[config.mk]
export PLATFORM = sky130hd
export DESIGN_NAME = pmod_oled_demo
export DESIGN_NICKNAME = d
export VERILOG_FILES = /design/src/rtl/pmod_oled_demo.sv
export SDC_FILE = /design/constraint.sdc
export NUM_CORES = 1
export LEC_CHECK = 0
export CAP_MARGIN = 20
export CORE_MARGIN = 2
export CORE_UTILIZATION = 40
export CTS_CLUSTER_DIAMETER = 100
export DETAILED_ROUTE_END_ITERATION = 12
export PLACE_DENSITY = 0.67
export SLEW_MARGIN = 10
export SYNTH_ARGS = -nofsm -noshare
export SYNTH_HDL_FRONTEND = slang
export SYNTH_SLANG_ARGS = --single-unit
[constraint.sdc]
create_clock -name clk -period 4.55 [get_ports clk]
set_input_delay 0.91 -clock clk [delete_from_list [all_inputs] [get_ports clk]]
set_output_delay 0.91 -clock clk [all_outputs]
set_load 0.005 [all_outputs]
[src/rtl/pmod_oled_demo.sv]
`default_nettype none
// ============================================================================
// Module   : pmod_oled_demo
// Purpose  : Stand-alone power-up, init and demo driver for a Digilent
//            PmodOLED (SSD1306, 128x32). Sequences VDD / RES / VBAT, sends
//            the SSD1306 init list over a write-only SPI link, then streams
//            a checkerboard test pattern forever.
// Ports    : clk        system clock
//            rst        asynchronous reset, active-high
//            led_red_n  0 while power/init is in progress
//            led_blu_n  0 once pattern streaming has started
//            sclk       SPI clock, idles high
//            mosi       SPI data, MSB first
//            cs         chip select, active-low
//            dc         0 = command byte, 1 = display data byte
//            res        OLED reset, active-low
//            vbatc      VBAT enable, active-low
//            vddc       VDD enable, active-low
// Config   : PMOD_OLED_ANIM_EN - when defined, an 8-bit frame counter
//            scrolls the pattern by one column per 512-byte frame.
// Revision : 1.0 - initial release
// ============================================================================
module pmod_oled_demo #(
  parameter int CLK_HZ    = 12_000_000,
  parameter int SPI_DIV   = 6,
  parameter int T_VDD_MS  = 1,
  parameter int T_RES_MS  = 1,
  parameter int T_VBAT_MS = 100
) (
  input  logic clk,
  input  logic rst,
  output logic led_red_n,
  output logic led_blu_n,
  output logic sclk,
  output logic mosi,
  output logic cs,
  output logic dc,
  output logic res,
  output logic vbatc,
  output logic vddc
);

  // Delay lengths in clk cycles (N ms = N*CLK_HZ/1000)
  localparam logic [31:0] c_vdd_cyc  = 32'(64'(T_VDD_MS)  * 64'(CLK_HZ) / 64'd1000);
  localparam logic [31:0] c_res_cyc  = 32'(64'(T_RES_MS)  * 64'(CLK_HZ) / 64'd1000);
  localparam logic [31:0] c_vbat_cyc = 32'(64'(T_VBAT_MS) * 64'(CLK_HZ) / 64'd1000);

  localparam int               c_div_w    = (SPI_DIV > 1) ? $clog2(SPI_DIV) : 1;
  localparam logic [c_div_w-1:0] c_div_last = c_div_w'(SPI_DIV - 1);
  // Byte steps: 0 = dc setup, 1..16 = bit halves (odd = sclk low), 17 = guard
  localparam logic [4:0]       c_last_step = 5'd17;
  localparam logic [4:0]       c_init_len  = 5'd30;

  typedef enum logic [2:0] {
    S_PWR_VDD = 3'd0,
    S_RES_LO  = 3'd1,
    S_RES_HI  = 3'd2,
    S_INIT    = 3'd3,
    S_VBAT    = 3'd4,
    S_ON      = 3'd5,
    S_STREAM  = 3'd6
  } state_t;

  state_t              state_q;
  logic [31:0]         dly_q;
  logic [4:0]          idx_q;
  logic                busy_q;
  logic [c_div_w-1:0]  div_q;
  logic [4:0]          step_q;
  logic [7:0]          shreg_q;
  logic [6:0]          col_q;
  logic [1:0]          page_q;

  logic sclk_q, mosi_q, cs_q, dc_q, res_q, vbatc_q, vddc_q, led_red_n_q, led_blu_n_q;

  logic       spi_done;
  logic       spi_idle;
  logic       col_bit3;
  logic [7:0] pat_byte;

  function automatic logic [7:0] f_init_byte(input logic [4:0] i);
    case (i)
      5'd0:  f_init_byte = 8'hAE;
      5'd1:  f_init_byte = 8'hD5;
      5'd2:  f_init_byte = 8'h80;
      5'd3:  f_init_byte = 8'hA8;
      5'd4:  f_init_byte = 8'h1F;
      5'd5:  f_init_byte = 8'hD3;
      5'd6:  f_init_byte = 8'h00;
      5'd7:  f_init_byte = 8'h40;
      5'd8:  f_init_byte = 8'h8D;
      5'd9:  f_init_byte = 8'h14;
      5'd10: f_init_byte = 8'h20;
      5'd11: f_init_byte = 8'h00;
      5'd12: f_init_byte = 8'hA1;
      5'd13: f_init_byte = 8'hC8;
      5'd14: f_init_byte = 8'hDA;
      5'd15: f_init_byte = 8'h02;
      5'd16: f_init_byte = 8'h81;
      5'd17: f_init_byte = 8'h8F;
      5'd18: f_init_byte = 8'hD9;
      5'd19: f_init_byte = 8'hF1;
      5'd20: f_init_byte = 8'hDB;
      5'd21: f_init_byte = 8'h40;
      5'd22: f_init_byte = 8'hA4;
      5'd23: f_init_byte = 8'hA6;
      5'd24: f_init_byte = 8'h21;
      5'd25: f_init_byte = 8'h00;
      5'd26: f_init_byte = 8'h7F;
      5'd27: f_init_byte = 8'h22;
      5'd28: f_init_byte = 8'h00;
      5'd29: f_init_byte = 8'h03;
      default: f_init_byte = 8'h00;
    endcase
  endfunction

`ifdef PMOD_OLED_ANIM_EN
  logic [7:0] frame_q;
  // Bit 3 of (c + f) only depends on the low nibbles: c[3] ^ f[3] ^ carry from bit 2
  assign col_bit3 = col_q[3] ^ frame_q[3] ^
                    (({1'b0, col_q[2:0]} + {1'b0, frame_q[2:0]}) >= 4'd8);
`else
  assign col_bit3 = col_q[3];
`endif

  assign pat_byte = (col_bit3 ^ page_q[0]) ? 8'h0F : 8'hF0;

  // The engine can accept a new byte on the same edge the previous one ends
  assign spi_done = busy_q && (step_q == c_last_step) && (div_q == c_div_last);
  assign spi_idle = !busy_q || spi_done;

  always_ff @(posedge clk or posedge rst) begin
    if (rst) begin
      state_q     <= S_PWR_VDD;
      dly_q       <= '0;
      idx_q       <= '0;
      busy_q      <= 1'b0;
      div_q       <= '0;
      step_q      <= '0;
      shreg_q     <= '0;
      col_q       <= '0;
      page_q      <= '0;
`ifdef PMOD_OLED_ANIM_EN
      frame_q     <= '0;
`endif
      sclk_q      <= 1'b1;
      mosi_q      <= 1'b0;
      cs_q        <= 1'b1;
      dc_q        <= 1'b0;
      res_q       <= 1'b1;
      vbatc_q     <= 1'b1;
      vddc_q      <= 1'b1;
      led_red_n_q <= 1'b1;
      led_blu_n_q <= 1'b1;
    end else begin
      // SPI byte engine: advances one step every SPI_DIV clocks
      if (busy_q) begin
        if (div_q == c_div_last) begin
          div_q <= '0;
          if (step_q == c_last_step) begin
            busy_q <= 1'b0;
          end else begin
            step_q <= step_q + 5'd1;
            if (step_q == c_last_step - 5'd1) begin
              sclk_q <= 1'b1;
              cs_q   <= 1'b1;
            end else if (!step_q[0]) begin
              // entering an odd step: low half of a bit, present next bit
              cs_q   <= 1'b0;
              sclk_q <= 1'b0;
              mosi_q <= shreg_q[7];
            end else begin
              // entering an even step: rising edge at mid-bit
              sclk_q  <= 1'b1;
              shreg_q <= {shreg_q[6:0], 1'b0};
            end
          end
        end else begin
          div_q <= div_q + 1'b1;
        end
      end

      case (state_q)
        S_PWR_VDD: begin
          // First cycle only switches VDD on; the wait is counted afterwards
          if (vddc_q) begin
            vddc_q      <= 1'b0;
            led_red_n_q <= 1'b0;
            dly_q       <= '0;
          end else if (dly_q == c_vdd_cyc - 32'd1) begin
            dly_q   <= '0;
            res_q   <= 1'b0;
            state_q <= S_RES_LO;
          end else begin
            dly_q <= dly_q + 32'd1;
          end
        end
        S_RES_LO: begin
          if (dly_q == c_res_cyc - 32'd1) begin
            dly_q   <= '0;
            res_q   <= 1'b1;
            state_q <= S_RES_HI;
          end else begin
            dly_q <= dly_q + 32'd1;
          end
        end
        S_RES_HI: begin
          if (dly_q == c_res_cyc - 32'd1) begin
            dly_q   <= '0;
            state_q <= S_INIT;
          end else begin
            dly_q <= dly_q + 32'd1;
          end
        end
        S_INIT: begin
          if (spi_idle) begin
            if (idx_q != c_init_len) begin
              busy_q  <= 1'b1;
              step_q  <= '0;
              div_q   <= '0;
              shreg_q <= f_init_byte(idx_q);
              dc_q    <= 1'b0;
              idx_q   <= idx_q + 5'd1;
            end else begin
              vbatc_q <= 1'b0;
              dly_q   <= '0;
              state_q <= S_VBAT;
            end
          end
        end
        S_VBAT: begin
          if (dly_q == c_vbat_cyc - 32'd1) begin
            dly_q   <= '0;
            busy_q  <= 1'b1;
            step_q  <= '0;
            div_q   <= '0;
            shreg_q <= 8'hAF;
            dc_q    <= 1'b0;
            state_q <= S_ON;
          end else begin
            dly_q <= dly_q + 32'd1;
          end
        end
        S_ON: begin
          if (spi_idle) begin
            led_red_n_q <= 1'b1;
            led_blu_n_q <= 1'b0;
            state_q     <= S_STREAM;
          end
        end
        S_STREAM: begin
          if (spi_idle) begin
            busy_q  <= 1'b1;
            step_q  <= '0;
            div_q   <= '0;
            shreg_q <= pat_byte;
            dc_q    <= 1'b1;
            col_q   <= col_q + 7'd1;
            if (col_q == 7'd127) begin
              page_q <= page_q + 2'd1;
`ifdef PMOD_OLED_ANIM_EN
              if (page_q == 2'd3) begin
                frame_q <= frame_q + 8'd1;
              end
`endif
            end
          end
        end
        default: state_q <= S_PWR_VDD;
      endcase
    end
  end

  assign sclk      = sclk_q;
  assign mosi      = mosi_q;
  assign cs        = cs_q;
  assign dc        = dc_q;
  assign res       = res_q;
  assign vbatc     = vbatc_q;
  assign vddc      = vddc_q;
  assign led_red_n = led_red_n_q;
  assign led_blu_n = led_blu_n_q;

endmodule
`default_nettype wire

==> results of run 1 <==
worst max-delay path: cells and delay by family, from the launching register on:
kind,cells,cell delay [ps]
flip-flops,1,860
AO/OA/AOI/OAI,2,1120
AND/OR/NAND/NOR,3,1160
synthesized netlist by cell type (all sizes together), types with 3 or more instances:
cell type / number / area share [%]
a21o: 6 / 0.99
a21oi: 23 / 2.7
a221o: 4 / 0.88
a221oi: 3 / 0.96
a22o: 12 / 2.3
a22oi: 4 / 0.66
a2bb2oi: 7 / 1.3
a31oi: 3 / 0.41
and2: 7 / 0.99
and3: 10 / 1.4
and4: 3 / 0.58
buf: 11 / 1.7
clkbuf: 18 / 1.5
dfrtp: 67 / 37
dfstp: 7 / 4.0
ha: 13 / 3.6
inv: 14 / 1.2
mux2: 3 / 0.74
mux2i: 9 / 2.0
nand2: 48 / 4.0
nand2b: 3 / 0.41
nand3: 21 / 2.3
nand4: 18 / 2.5
nor2: 49 / 4.1
nor2b: 10 / 1.4
nor3: 16 / 1.8
nor3b: 3 / 0.49
nor4: 7 / 1.1
o211ai: 6 / 0.99
o21a: 3 / 0.49
o21ai: 41 / 4.5
o221ai: 7 / 1.3
o31ai: 7 / 1.2
or2: 3 / 0.47
or4: 3 / 0.49
xnor2: 16 / 3.1
xor2: 3 / 0.58
cell type report:
cell class | count | share of cell area, %
multi-input cells | 394 | 50.2
flip-flops and latches | 74 | 37.3
clock buffers | 11 | 4.87
well taps | 140 | 3.52
repair buffers | 13 | 2.46
inverters | 14 | 1.05
clock inverters | 5 | 0.603
routing by layer:
layer | up-vias | track usage [%]
li1 | 1868 | -
met1 | 1846 | 23.5
met2 | 85 | 25.6
met3 | 17 | 3.88
met4 | 0 | 6.08
met5 | - | 0
metrics by stage:
| stage | utilization (%) | std cells | power [W] | hold slack [ps] | setup slack (ps) |
|---|---|---|---|---|---|
| finish | 45.4 | 651 | 0.00133 | 484 | 1290 |
| global route | 45.4 | 651 | 0.00138 | 509 | 1120 |
| CTS | 45.4 | 651 | 0.00135 | 483 | 1430 |
| detailed placement | 42.9 | 635 | 0.000687 | 471 | 1470 |
| global placement | 42.9 | 635 | 0.000686 | 467 | 1580 |
| floorplan | - | 511 | 0.000680 | 445 | 1770 |
state kept, by name, summed over array words and instances, names as in the netlist, 3 cells and up:
register,cells
dly_q,32
shreg_q,8
div_q,3
step_q,5
col_q,7
state_q,3
idx_q,5
where the power goes:
part / internal (W) / switching, W
clock network: 0.000381 / 0.000277
registers: 0.000659 / 0
logic: 0.00000193 / 0.0000130
kinds of logic (layout without fill, tap and decap cells):
group,Yosys count,in the layout
AOI/OAI and AO/OA,140,140
xor gates and xnor gates,19,19
adders and majority gates,13,13
buffers and inverters,43,43
DFF,74,74
muxes,12,12
and+or+nand+nor,210,210
placed cells by master, fill, tap and decap left out, types with 7 or more instances in the layout:
master / instances
nand4_1: 18
clkbuf_16: 9
o221ai_1: 7
clkdlybuf4s50_1: 10
and3_1: 9
inv_1: 13
a21oi_1: 21
nand3_1: 21
nor2b_1: 10
nor2_1: 48
o31ai_1: 7
nor3_1: 16
ha_1: 13
a22o_1: 12
mux2i_1: 9
xnor2_1: 16
o21ai_0: 38
nand2_1: 48
dfstp_2: 7
dfrtp_1: 67
a2bb2oi_1: 7
worst paths after layout:
path / slack, ps / start / end
min: 480 / col_q[6] / col_q[6]
max: 1290 / idx_q[3] / dly_q[21]
min in group asynchronous: 970 / rst / col_q[6]
max in group asynchronous: 2740 / rst / sclk
max reg2reg: 1290 / idx_q[3] / dly_q[21]
min reg2reg: 480 / col_q[6] / col_q[6]
==> flow_metrics.env, run 1 <==
export IMPL_wl_per_cell_um=15.3
export IMPL_maxUsedRoutingLayer="met4"
export IMPL_vdd_drop_max_mv=0.185
export IMPL_antenna_found_initial=0
export IMPL_cp_slowest_cell="dfrtp_1"
export IMPL_syn_num_nets=526
export IMPL_post_cts_buffers=0
export IMPL_synth_compound_area_share_pct=21.2
export IMPL_io_buffers=10
export IMPL_drc_errors=0
export IMPL_worstHoldPathCells=1
export IMPL_die_x_um=111
export IMPL_first_iter_violations=327
export IMPL_final_cell_area_sq_um=4980
export IMPL_critPathMaxFanout=30
export IMPL_dieArea_sq_um=12300
export IMPL_grt_use_total_pct=16.8
export IMPL_routed_wirelength_um=9960
export IMPL_ys_seq_area_share_pct=40.9
export IMPL_synth_area_sq_um=4550
export IMPL_slew_viol_final=0
export IMPL_worstSetupStartpointType="flop"
export IMPL_synth_cells=511
export IMPL_fin_nets=521
export IMPL_area_growth_pct=9.43
export IMPL_worstMarginPinSlew_ps=952
export IMPL_fill_cells=1028
export IMPL_rsz0062_at_grt="no"
export IMPL_yosys_area_share_adder_pct=3.57
export IMPL_wl_met1_um=4720
export IMPL_hold_viol=0
export IMPL_cts_resized=0
export IMPL_async_flop_share_pct=100
export IMPL_insertion_delay_ps=340
export IMPL_met3_length_um=373
export IMPL_critPathKind="flop to flop"
export IMPL_placement_rows=38
export IMPL_cts_sinks=74
export IMPL_maxCapViolCount=0
export IMPL_htreeDepth=3
export IMPL_ys_warn_count=0
export IMPL_required_ps=4780
export IMPL_multiInputGateArea_sq_um=2500
export IMPL_wl_met2_um=4680
export IMPL_place_gp_congestion=0.825
export IMPL_max_freq_mhz=307
export IMPL_slew_headroom_pct=36.2
export IMPL_outcome="completed"
export IMPL_hpwl_um=6810
export IMPL_cts_tree="yes"
export IMPL_viasPerCell=5.86
export IMPL_cts_buffers=9
export IMPL_synth_seq_cells=74
export IMPL_dpl_instance_area_sq_um=4710
export IMPL_chipHeight_um=111
export IMPL_cts_root_buf="clkbuf_16"
export IMPL_routed_via_count=3816
export IMPL_grt_pass1_vias=3514
export IMPL_synth_edff_count=0
export IMPL_clockBufferDepth=2
export IMPL_drt_pass1_iterations=6
export IMPL_muxShareOfSynthArea_pct=2.72
export IMPL_grt_max_degree=31
export IMPL_ios=11
export IMPL_crit_chain="nand4_1, or2_1, a31oi_1, nand2_1, o31ai_1"
export IMPL_setup_violations=0
export IMPL_gr_total_overflow=0
export IMPL_synthXorXnorAreaFrac_pct=3.65
export IMPL_final_layout_size_suffix_gt1_share_pct=8.02
export IMPL_start_util_pct=41.5
export IMPL_rr_worst_depth=5
export IMPL_hold_buffers=0
export IMPL_cp_end_kind="flop"
export IMPL_hp_class="flop to flop"
export IMPL_power_leakage_nw=2.00
export IMPL_synth_top_flop_cell="dfrtp_1"
export IMPL_core_sq_um=11000
export IMPL_fin_tns_setup_ps=0
export IMPL_slowest_delay_ps=860
export IMPL_avgSynthCellArea_sq_um=8.91
export IMPL_fin_skew_ps=10.1
export IMPL_period_needed_ps=3260
export IMPL_cp_arrival_ps=3490
export IMPL_seq_area_sq_um=1860
export IMPL_n_antenna_cell=0
export IMPL_clk_pin_slew_worst_paths_ps=60
export IMPL_p_per_area_nw_per_um2=267
export IMPL_fin_crit_sh_pct=71.7
export IMPL_synth_top_family_by_area="simple AND/OR/NAND/NOR gates"
export IMPL_grt_pass1_wl_um=17200
export IMPL_ant_nets=0
export IMPL_yosysUniqueCellTypes=66
export IMPL_synth_simple_gate_area_share_pct=23.6
Note: power is estimated with default switching activity, not from simulation.
==> inputs of run 2 (changes only) <==
==> constraint.sdc (replaced) <==
create_clock -name clk -period 3.4 [get_ports clk]
set_input_delay 0.68 -clock clk [delete_from_list [all_inputs] [get_ports clk]]
set_output_delay 0.68 -clock clk [all_outputs]
set_load 0.005 [all_outputs]
==> flow_metrics.env, run 2 (synthesis results as in run 1) <==
export IMPL_viasPerCell=5.74
export IMPL_p_per_area_nw_per_um2=381
export IMPL_hold_viol=0
export IMPL_place_gp_congestion=0.842
export IMPL_clockBufferDepth=2
export IMPL_r2r_start="dly_q[20]"
export IMPL_htreeDepth=3
export IMPL_cts_tree="yes"
export IMPL_clk_pin_slew_worst_paths_ps=60
export IMPL_routed_via_count=3780
export IMPL_fill_cells=1047
export IMPL_setup_violations=0
export IMPL_largest_reg_flops=32
export IMPL_slew_viol_final=0
export IMPL_routed_wirelength_um=10300
export IMPL_period_needed_ps=2770
export IMPL_drc_errors=0
export IMPL_cts_resized=0
export IMPL_power_leakage_nw=2.07
export IMPL_final_layout_size_suffix_gt1_share_pct=9.06
export IMPL_antenna_found_initial=0
export IMPL_post_cts_buffers=0
export IMPL_worst_slack_ps=627
export IMPL_wl_per_cell_um=15.6
export IMPL_hpwl_um=7080
export IMPL_drt_pass1_iterations=5
export IMPL_worstMarginPinSlew_ps=814
export IMPL_insertion_delay_ps=330
export IMPL_rsz0062_at_grt="no"
export IMPL_ios=11
export IMPL_grt_use_total_pct=17.0
export IMPL_setup_worst_path_start="dly_q[20]"
export IMPL_grt_max_degree=30
export IMPL_grt_pass1_wl_um=17400
export IMPL_critPathMaxFanout=14
export IMPL_post_place_ws_ps=657
export IMPL_worstSetupStartpointType="flop"
export IMPL_first_iter_violations=274
export IMPL_critPathKind="flop to flop"
export IMPL_start_util_pct=41.5
export IMPL_cts_buffers=9
export IMPL_multiInputGateArea_sq_um=2500
export IMPL_top_register="dly_q"
export IMPL_hp_start="res"
export IMPL_layout_common_cells="dfrtp_1 (67), nor2_1 (48), nand2_1 (48), o21ai_0 (38)"
export IMPL_cts_root_buf="clkbuf_16"
export IMPL_dieArea_sq_um=12300
export IMPL_fin_tns_setup_ps=0
export IMPL_cp_end_kind="flop"
export IMPL_vdd_drop_max_mv=0.295
export IMPL_hold_buffers=0
export IMPL_chipHeight_um=111
export IMPL_placement_rows=38
export IMPL_area_growth_pct=11.9
export IMPL_ant_nets=0
export IMPL_gr_total_overflow=0
export IMPL_n_antenna_cell=0
export IMPL_fin_crit_sh_pct=81.6
export IMPL_maxCapViolCount=0
export IMPL_required_ps=3580
export IMPL_grt_pass1_vias=3588
export IMPL_cts_sinks=74
export IMPL_slew_headroom_pct=45.7
export IMPL_io_buffers=10
export IMPL_cp_arrival_ps=2960
export IMPL_seq_area_sq_um=1860
export IMPL_die_x_um=111
export IMPL_final_common_cell="dfrtp_1"
export IMPL_top_regs="dly_q x32, shreg_q x8, col_q x7"
export IMPL_core_sq_um=11000
export IMPL_hp_class="flop to flop"
export IMPL_outcome="completed"
export IMPL_fin_skew_ps=5.91
export IMPL_max_freq_mhz=361
export IMPL_fin_nets=529
## run 2: critical path, cell delays in order, from the launching register on
cell and delay (ps):
dfrtp_1 440, or4b_1 530, or4_1 550, nand2_1 90, nand3_1 390, nand2_1 460, o211ai_1 170
## run 2: cell type report
| type | instances | share of cell area (%) |
|---|---|---|
| Clock inverter | 2 | 1.18 |
| Timing Repair Buffer | 21 | 3.59 |
| Clock buffer | 14 | 5.18 |
| Sequential cell | 74 | 36.5 |
| Tap cell | 140 | 3.44 |
| Inverter | 14 | 1.03 |
| Multi-Input combinational cell | 394 | 49.1 |
## run 2: stage by stage
stage | cell area [sq um] | hold WS [ps] | instances | util (%) | total power (W)
5_1_grt | 5090 | 496 | 659 | 46.4 | 0.00201
2_1_floorplan | 4550 | 445 | 511 | - | 0.000910
4_1_cts | 5090 | 486 | 659 | 46.4 | 0.00197
3_3_place_gp | 4770 | 463 | 643 | 43.4 | 0.000919
6_report | 5090 | 480 | 659 | 46.4 | 0.00194
3_5_place_dp | 4770 | 478 | 643 | 43.4 | 0.000919
## run 2: path summary, 6_finish.rpt
| check | to | slack (ps) | depth (start not counted) |
|---|---|---|---|
| setup / recovery | dly_q[14] | 630 | 6 |
| hold / removal | res | 480 | 2 |
| setup reg to reg | dly_q[14] | 630 | 6 |
| hold reg to reg | res | 480 | 2 |
| max in group asynchronous | led_red_n | 1960 | 3 |
| min in group asynchronous | idx_q[3] | 660 | 2 |
## run 2: layer usage
layer  vias to the layer above  part of all wire, %  track usage [%]
met5                         -                    0                0
met4                         0                 0.50             4.08
met3                         6                  3.0             3.88
met2                        66                   48             27.8
met1                      1830                   48             22.9
li1                       1878                    -                -
## run 2: power by group
part	switching, W	total (W)	internal, W
sequential	0	0.000881	0.000881
combinational	0.0000179	0.0000205	0.00000260
clock	0.000355	0.00104	0.000684
==> inputs of run 3 (changes only) <==
==> constraint.sdc (replaced) <==
create_clock -name clk -period 2.67 [get_ports clk]
set_input_delay 0.534 -clock clk [delete_from_list [all_inputs] [get_ports clk]]
set_output_delay 0.534 -clock clk [all_outputs]
set_load 0.005 [all_outputs]
==> flow_metrics.env, run 3 (synthesis results as in run 1) <==
export IMPL_power_leakage_nw=2.13
export IMPL_rsz0062_at_grt="no"
export IMPL_placement_rows=38
export IMPL_hp_class="flop to flop"
export IMPL_dieArea_sq_um=12300
export IMPL_start_util_pct=41.5
export IMPL_worst_slack_ps=162
export IMPL_core_sq_um=11000
export IMPL_cts_sinks=74
export IMPL_clockBufferDepth=2
export IMPL_n_antenna_cell=0
export IMPL_crit_chain="or3b_2, or4_1, nand2_1, and3_1, buf_4, o21ai_0, a22o_1"
export IMPL_io_buffers=10
export IMPL_critPathMaxFanout=8
export IMPL_grt_pass1_wl_um=18100
export IMPL_die_x_um=111
export IMPL_hold_viol=0
export IMPL_cts_tree="yes"
export IMPL_required_ps=2900
export IMPL_drc_errors=0
export IMPL_maxCapViolCount=0
export IMPL_fin_tns_setup_ps=0
export IMPL_max_freq_mhz=399
export IMPL_area_growth_pct=13.9
export IMPL_slew_viol_final=0
export IMPL_worstMarginPinSlew_ps=775
export IMPL_slew_headroom_pct=48.3
export IMPL_holdWs_ps=481
export IMPL_drt_pass1_iterations=5
export IMPL_outcome="completed"
export IMPL_utilization_pct=47.2
export IMPL_insertion_delay_ps=340
export IMPL_p_per_area_nw_per_um2=448
export IMPL_slowest_delay_ps=570
export IMPL_layout_common_cells="dfrtp_1 (67), nor2_1 (48), nand2_1 (48), o21ai_0 (38), buf_4 (24)"
export IMPL_antenna_found_initial=0
export IMPL_cts_buffers=9
export IMPL_cp_end_kind="flop"
export IMPL_final_common_cell="dfrtp_1"
export IMPL_routed_via_count=3865
export IMPL_cts_resized=0
export IMPL_hold_buffers=0
export IMPL_chipHeight_um=111
export IMPL_hpwl_um=7140
export IMPL_clk_pin_slew_worst_paths_ps=60
export IMPL_post_cts_buffers=0
export IMPL_largest_reg_flops=32
export IMPL_fin_skew_ps=6.63
export IMPL_fin_crit_sh_pct=93.9
export IMPL_top_register="dly_q"
export IMPL_routed_wirelength_um=10300
export IMPL_cts_root_buf="clkbuf_16"
export IMPL_place_gp_congestion=0.854
export IMPL_cp_slowest_cell="or4_1"
export IMPL_cp_arrival_ps=2730
export IMPL_period_needed_ps=2510
export IMPL_post_place_ws_ps=154
export IMPL_final_layout_size_suffix_gt1_share_pct=12.0
export IMPL_top_regs="dly_q x32, shreg_q x8, col_q x7"
export IMPL_htreeDepth=3
export IMPL_critPathKind="flop to flop"
export IMPL_wl_per_cell_um=15.4
export IMPL_grt_max_degree=75
export IMPL_grt_pass1_vias=3770
export IMPL_gr_total_overflow=0
export IMPL_worstSetupStartpointType="flop"
export IMPL_setup_violations=0
export IMPL_viasPerCell=5.74
export IMPL_ios=11
export IMPL_fin_nets=543
export IMPL_first_iter_violations=240
export IMPL_grt_use_total_pct=17.7
export IMPL_ant_nets=0
export IMPL_vdd_drop_max_mv=0.361
[run 3: changes by cell type in the layout (fill, tap and decap cells not counted), sizes merged]
cell and change:
clkbuf -2, bufinv -2, clkinv +2, clkinvlp +2, buf +14
[run 3: worst paths after layout]
path / from / to / slack (ps) / cells past startpoint
max in group asynchronous: rst / sclk / 1730 / 3
min reg2reg: col_q[6] / col_q[6] / 480 / 1
max: dly_q[14] / dly_q[26] / 160 / 7
min in group asynchronous: rst / dly_q[31] / 610 / 3
max reg2reg: dly_q[14] / dly_q[26] / 160 / 7
min: col_q[6] / col_q[6] / 480 / 1
[run 3: routing by layer]
| layer | share of wire, % | GRT usage [%] |
|---|---|---|
| met1 | 46 | 22.9 |
| met2 | 49 | 28.8 |
| met3 | 3.1 | 4.48 |
| met4 | 1.2 | 6.08 |
| met5 | 0 | 0 |
[run 3: final cells by class]
| cell class | count | area [sq um] |
|---|---|---|
| Timing Repair Buffer | 35 | 300 |
| Clock buffer | 12 | 267 |
| Sequential cell | 74 | 1860 |
| Tap cell | 140 | 175 |
| Inverter | 14 | 52.6 |
| Fill cell | 998 | 5800 |
| Multi-Input combinational cell | 394 | 2510 |
| Clock inverter | 4 | 25.0 |
[run 3: metrics by stage]
stage / cell area, sq um / std cells / power, W
after floorplan: 4550 / 511 / 0.00116
after global placement: 4890 / 657 / 0.00117
after detailed placement: 4890 / 657 / 0.00117
after CTS: 5180 / 673 / 0.00236
after global routing: 5190 / 673 / 0.00240
final: 5190 / 673 / 0.00232
[run 3: where the power goes]
part | switching (W) | internal (W)
clock network | 0.000474 | 0.000701
registers | 0 | 0.00112
logic | 0.0000220 | 0.00000452
total | 0.000496 | 0.00183
[run 3: worst max-delay path: cells and delay by family, from the launching register on]
kind	cells	cell delay [ps]
AO/OA/AOI/OAI	2	360
AND/OR/NAND/NOR	4	1390
flip-flops	1	450
buffers and inverters	1	190
==> edit 1: new RTL, settings of run 2 <==
Set the parameter `SPI_DIV` to 7 (it was 6).
--- a/src/rtl/pmod_oled_demo.sv
+++ b/src/rtl/pmod_oled_demo.sv
@@ -23,5 +23,5 @@
 module pmod_oled_demo #(
   parameter int CLK_HZ    = 12_000_000,
-  parameter int SPI_DIV   = 6,
+  parameter int SPI_DIV   = 7,
   parameter int T_VDD_MS  = 1,
   parameter int T_RES_MS  = 1,
Formal check against the unedited RTL: same outputs for any inputs over 4 cycles, from zero or initial values and one cycle with rst high; that may be too few to reach the edited logic, so the function may still have changed.
==> edit 1 against run 2 <==
- setup slack lost 140 ps
- synthesized area shrank 2.9%
- critical path type unchanged
- total power shrank 18%
- routed wire length shrank 7.0%
- final area shrank 4.8%
- sequential share of layout area grew 1.9 points
- count of clock-buffer cells in the layout shrank 2
- combinational power grew 7%
- die area shrank 2.8%
- sequential cell count is the same
==> edit 1: results (changes against run 2) <==
stage	metric	value	unit	change
outcome	outcome	complete, no violations		
place	global placer's final weighted congestion	0.904		+7.4%
global_route	largest net degree at the start of global routing	37		+23%
yosys	sequential area share after synthesis	42.1	%	+1.2 points
yosys	count of unique library cells instantiated by Yosys	63		-4.5%
yosys	syn_nets	504		-4.2%
setup_path	CP Data Arrival Time	3140	ps	+180 ps
power	Lkg Pwr	0.00204	µW	-1.4%
drt	1st-iter DRT viols	200		-27%
global_route	first-pass GRT wire length	16.7	mm	-4.2%
power	peak supply drop	0.000186	V	-37%
drt	WL/cell	15.0	µm	-4.2%
clocking	CTS resizes	0		unchanged
clocking	Root Driver	clkbuf_8		
setup_path	r2r worst-path depth	8		+2
place	port buffer count	10		unchanged
global_route	GR Util All Layers	17.7	%	+0.73 points
setup_path	Max stage delay on crit path	490	ps	-60 ps
drt	TritonRoute pass-1 iters	5		unchanged
yosys	mux cell area share after synthesis	4.07	%	+1.4 points
clocking	CTS clk-pin slew, worst paths	80	ps	+20 ps
clocking	Num CTS Buffers	9		unchanged
place	hpwl dp	6.66	mm	-5.9%
drt	vias per cell	5.71		-0.46%
place	placed cell count	624		-3.0%
setup_path	Crit Path Max Fanout	13		-1
place	placed instance area	0.00465	mm²	-2.5%
yosys	Post-Synth Adder-Cell Area	3.68	%	+0.11 points
global_route	vias in the first global route	3519		-1.9%
layout	non-filler cells, final	640		-2.9%
yosys	average size of a mapped cell	9.04	µm²	+1.5%
setup_path	worst setup path startpoint	idx_q[0]		
setup_path	CP endpoint	dly_q[26]		
setup_path	slowest cell on the critical path	dfrtp_1		
yosys	Synth Area in XOR/XNOR	5.94	%	+2.3 points
yosys	commonest cells in the netlist	dfrtp_1, nand2_1, nor2_1		
clocking	H-Tree Depth	3		unchanged
yosys	Synth Area in Compound Gates	16.7	%	-4.5 points
yosys	largest cells by area after synthesis	dfrtp_1, nand2_1, nor2_1		
global_route	initial antenna violation count	0		unchanged
timing	Clock Skews	11.5	ps	+5.61 ps
yosys	synthesis warning total	0		unchanged
clocking	later-pin clock latency in the skew report	360	ps	+30 ps
layout	NumNets Final	510		-3.6%
layout	fill cell count	1062		+1.4%
layout	layout cells sized above 1	9.80	%	+0.74 points
timing	Slew Limit Headroom	30.6	%	-15 points
setup_path	setup slack, reg-to-reg	490	ps	-140 ps
edit 1: cell count changes after synthesis, sizes merged, moves of 7 or more:
cell and change:
a21oi -7, nand2 +9, nor2 +8, nor4 +7, o21ai -16, xnor2 +8
edit 1: layer usage:
layer,wire length [µm],vias up,track usage (%)
met5,0,-,0
met4,234,0,8.52
met3,371,15,2.81
met2,4380,81,26.6
met1,4590,1778,24.8
li1,-,1780,-
edit 1: tightest hold or removal path, stage by stage (launching register included):
cell     delay (ps)
dfstp_2         370
inv_1            40
a21oi_1          50
edit 1: per-stage QoR:
| stage | setup slack (ps) | hold slack (ps) | total power, µW | utilization (%) |
|---|---|---|---|---|
| 6_report | 489 | 464 | 1590 | 44.9 |
| 4_1_cts | 508 | 471 | 1610 | 44.9 |
| 5_1_grt | 207 | 492 | 1660 | 44.9 |
| 3_5_place_dp | 550 | 459 | 920 | 43.1 |
| 2_1_floorplan | 850 | 445 | 910 | - |
| 3_3_place_gp | 570 | 455 | 920 | 43.1 |
edit 1: final cells by class:
| type | count | share of cell area [%] |
|---|---|---|
| Inverter | 16 | 1.24 |
| Sequential cell | 74 | 38.4 |
| Clock buffer | 12 | 2.99 |
| Timing Repair Buffer | 17 | 3.41 |
| Tap cell | 140 | 3.61 |
| Multi-Input combinational cell | 377 | 49.3 |
| Clock inverter | 4 | 1.06 |
edit 1: how the worst min path moves through the flow:
stage,from,to,slack [ps]
global route,sclk,sclk,490
detailed placement,sclk,sclk,460
global placement,sclk,sclk,460
finish,sclk,sclk,460
floorplan,col_q[6],col_q[6],450
CTS,sclk,sclk,470
edit 1: report_power, final:
group,switching (µW),internal [µW]
clock,333,360
sequential,0,880
combinational,17.7,4.18
total,351,1240
==> edit 2: new RTL, config.mk and constraints of run 2 <==
Made on the original files. Re-encode `state_t` (7 states) as Gray code, 3 bits wide.
--- a/src/rtl/pmod_oled_demo.sv
+++ b/src/rtl/pmod_oled_demo.sv
@@ -53,11 +53,11 @@
 
   typedef enum logic [2:0] {
-    S_PWR_VDD = 3'd0,
-    S_RES_LO  = 3'd1,
-    S_RES_HI  = 3'd2,
-    S_INIT    = 3'd3,
-    S_VBAT    = 3'd4,
-    S_ON      = 3'd5,
-    S_STREAM  = 3'd6
+    S_PWR_VDD = 3'b000,
+    S_RES_LO  = 3'b001,
+    S_RES_HI  = 3'b011,
+    S_INIT    = 3'b010,
+    S_VBAT    = 3'b110,
+    S_ON      = 3'b111,
+    S_STREAM  = 3'b101
   } state_t;
 
Formal check against the unedited RTL: same outputs for any inputs over 4 cycles, from zero or initial values and one cycle with rst high; so few cycles prove little.
==> edit 2 against run 2 <==
- critical path type unchanged
- final area is 4.5% lower
- sequential cell count stayed put
- setup slack better by 150 ps
- synthesized area is 2.3% lower
- largest power group is now sequential cells
- die area is 2.2% lower
- total power is 19% lower
- routed wire length is 12% lower
- critical path depth stayed put
==> edit 2: results (changes against run 2) <==
stage	metric	value	unit	change
clocking	Clock Path Buffers	2		unchanged
drt	1st-iter DRT viols	268		-2.2%
setup_path	RR Startpoint	idx_q[2]		
global_route	met1 usage in global routing	24.0	%	+1.1 points
clocking	CTS resizes	0		unchanged
clocking	CTS clk-pin slew, worst paths	80	ps	+20 ps
global_route	M2 GR Usage	24.9	%	-2.9 points
place	placed cell count	621		-3.4%
power	Lkg Pwr	0.00202	µW	-2.4%
setup_path	setup slack, reg-to-reg	770	ps	+150 ps
setup_path	CP Data Arrival Time	2870	ps	-90 ps
yosys	Mapped Cells	487		-4.7%
worst_hold_path	WHS Path Cells	1		-1
global_route	global routing met3 resource utilization	2.43	%	-1.5 points
global_route	largest net degree at the start of global routing	49		+63%
yosys	count of unique library cells instantiated by Yosys	69		+4.5%
setup_path	r2r worst-path depth	6		unchanged
place	hpwl dp	6.45	mm	-8.9%
yosys	Post-synth top flop	dfrtp_1		
drt	final wirelength	9.09	mm	-12%
clocking	later-pin clock latency in the skew report	360	ps	+30 ps
power	peak supply drop	0.000248	V	-16%
clocking	Num CTS Buffers	9		unchanged
layout	number of inserted diodes	0		unchanged
worst_hold_path	Hold Path Class	reg -> reg		
setup_path	family with the most delay on the worst path	simple AND/OR/NAND/NOR gates		
outcome	outcome	complete, no violations		
clocking	H-Tree Depth	3		unchanged
yosys	largest cells by area after synthesis	dfrtp_1, xnor2_1, nor2_1		
place	global placer's final weighted congestion	0.858		+1.9%
setup_path	slowest cell on the critical path	dfrtp_1		
setup_path	Crit Path Max Fanout	28		+14
timing	WHS	464	ps	-16.5 ps
place	port buffer count	10		unchanged
yosys	synthesis warning total	0		unchanged
yosys	syn_nets	502		-4.6%
drt	routed vias	3566		-5.7%
layout	layout cells sized above 1	11.5	%	+2.4 points
global_route	vias in the first global route	3401		-5.2%
timing	Worst-Margin Slew	633	ps	-181 ps
yosys	asr flop ratio synth	100	%	unchanged
layout	non-filler cells, final	637		-3.3%
worst_hold_path	hold path startpoint	col_q[4]		
clocking	Root Driver	clkbuf_8		
yosys	sequential area share after synthesis	41.8	%	+0.95 points
timing	Clock Skews	10.9	ps	+5.03 ps
global_route	first-pass GRT wire length	16.0	mm	-8.2%
clocking	setup bufs post-CTS	0		unchanged
setup_path	capturing point of the worst reg2reg path	dly_q[26]		
layout	Largest regs	dly_q x32, shreg_q x8, col_q x7		
setup_path	Max stage delay on crit path	750	ps	+200 ps
drt	TritonRoute pass-1 iters	5		unchanged
worst_hold_path	Hold EP	col_q[4]		
global_route	initial antenna violation count	0		unchanged
yosys	commonest cells in the netlist	dfrtp_1, nor2_1, nand2_1		
layout	NumNets Final	507		-4.2%
global_route	GR Util All Layers	16.9	%	-0.063 points
edit 2: power breakdown:
part           switching, µW  leakage (µW)  internal (µW)  total [µW]
logic                   17.2      0.000942           3.46        20.6
clock network            344     0.0000873            335         679
registers                  0      0.000994            880         880
total                    361       0.00202           1220        1580
edit 2: cells by family (layout without fill, tap and decap cells):
family                     after synthesis  count (layout)  share of synthesized area, %
and+or+nand+nor                        229             229                          27.5
AOI/OAI and AO/OA                       84              84                          12.0
DFF                                     74              74                          41.8
xor gates and xnor gates                38              38                          7.48
buffers and inverters                   32              42                          3.15
muxes                                   17              17                          4.39
adders and majority gates               13              13                          3.66
edit 2: stage by stage:
stage / area [µm²] / setup WS (ps) / total power [µW]
after floorplan: 4450 / 850 / 910
after global placement: 4670 / 891 / 919
after detailed placement: 4670 / 773 / 919
after CTS: 4870 / 772 / 1600
after global routing: 4870 / 529 / 1640
final: 4870 / 773 / 1580
edit 2: per-layer routing:
metal | vias up | routed length, µm
li1 | 1753 | -
met1 | 1716 | 4410
met2 | 81 | 4080
met3 | 16 | 374
met4 | 0 | 234
met5 | - | 0
edit 2: worst max path at each step:
stage | to | slack (ps) | cells past startpoint | startpoint
final | dly_q[26] | 770 | 6 | idx_q[2]
after global routing | dly_q[31] | 530 | 6 | idx_q[2]
after CTS | dly_q[26] | 770 | 6 | idx_q[2]
after detailed placement | dly_q[26] | 770 | 6 | idx_q[2]
after global placement | dly_q[26] | 890 | 6 | idx_q[2]
after floorplan | asynchronous set/reset pin | 850 | 1 | rst
edit 2: cell type report:
cell class                      count  area [µm²]
Multi-Input combinational cell    381        2450
Fill cell                        1055        5970
Tap cell                          140         175
Clock inverter                      7        70.1
Sequential cell                    74        1860
Inverter                           12        45.0
Timing Repair Buffer               14         143
Clock buffer                        9         124
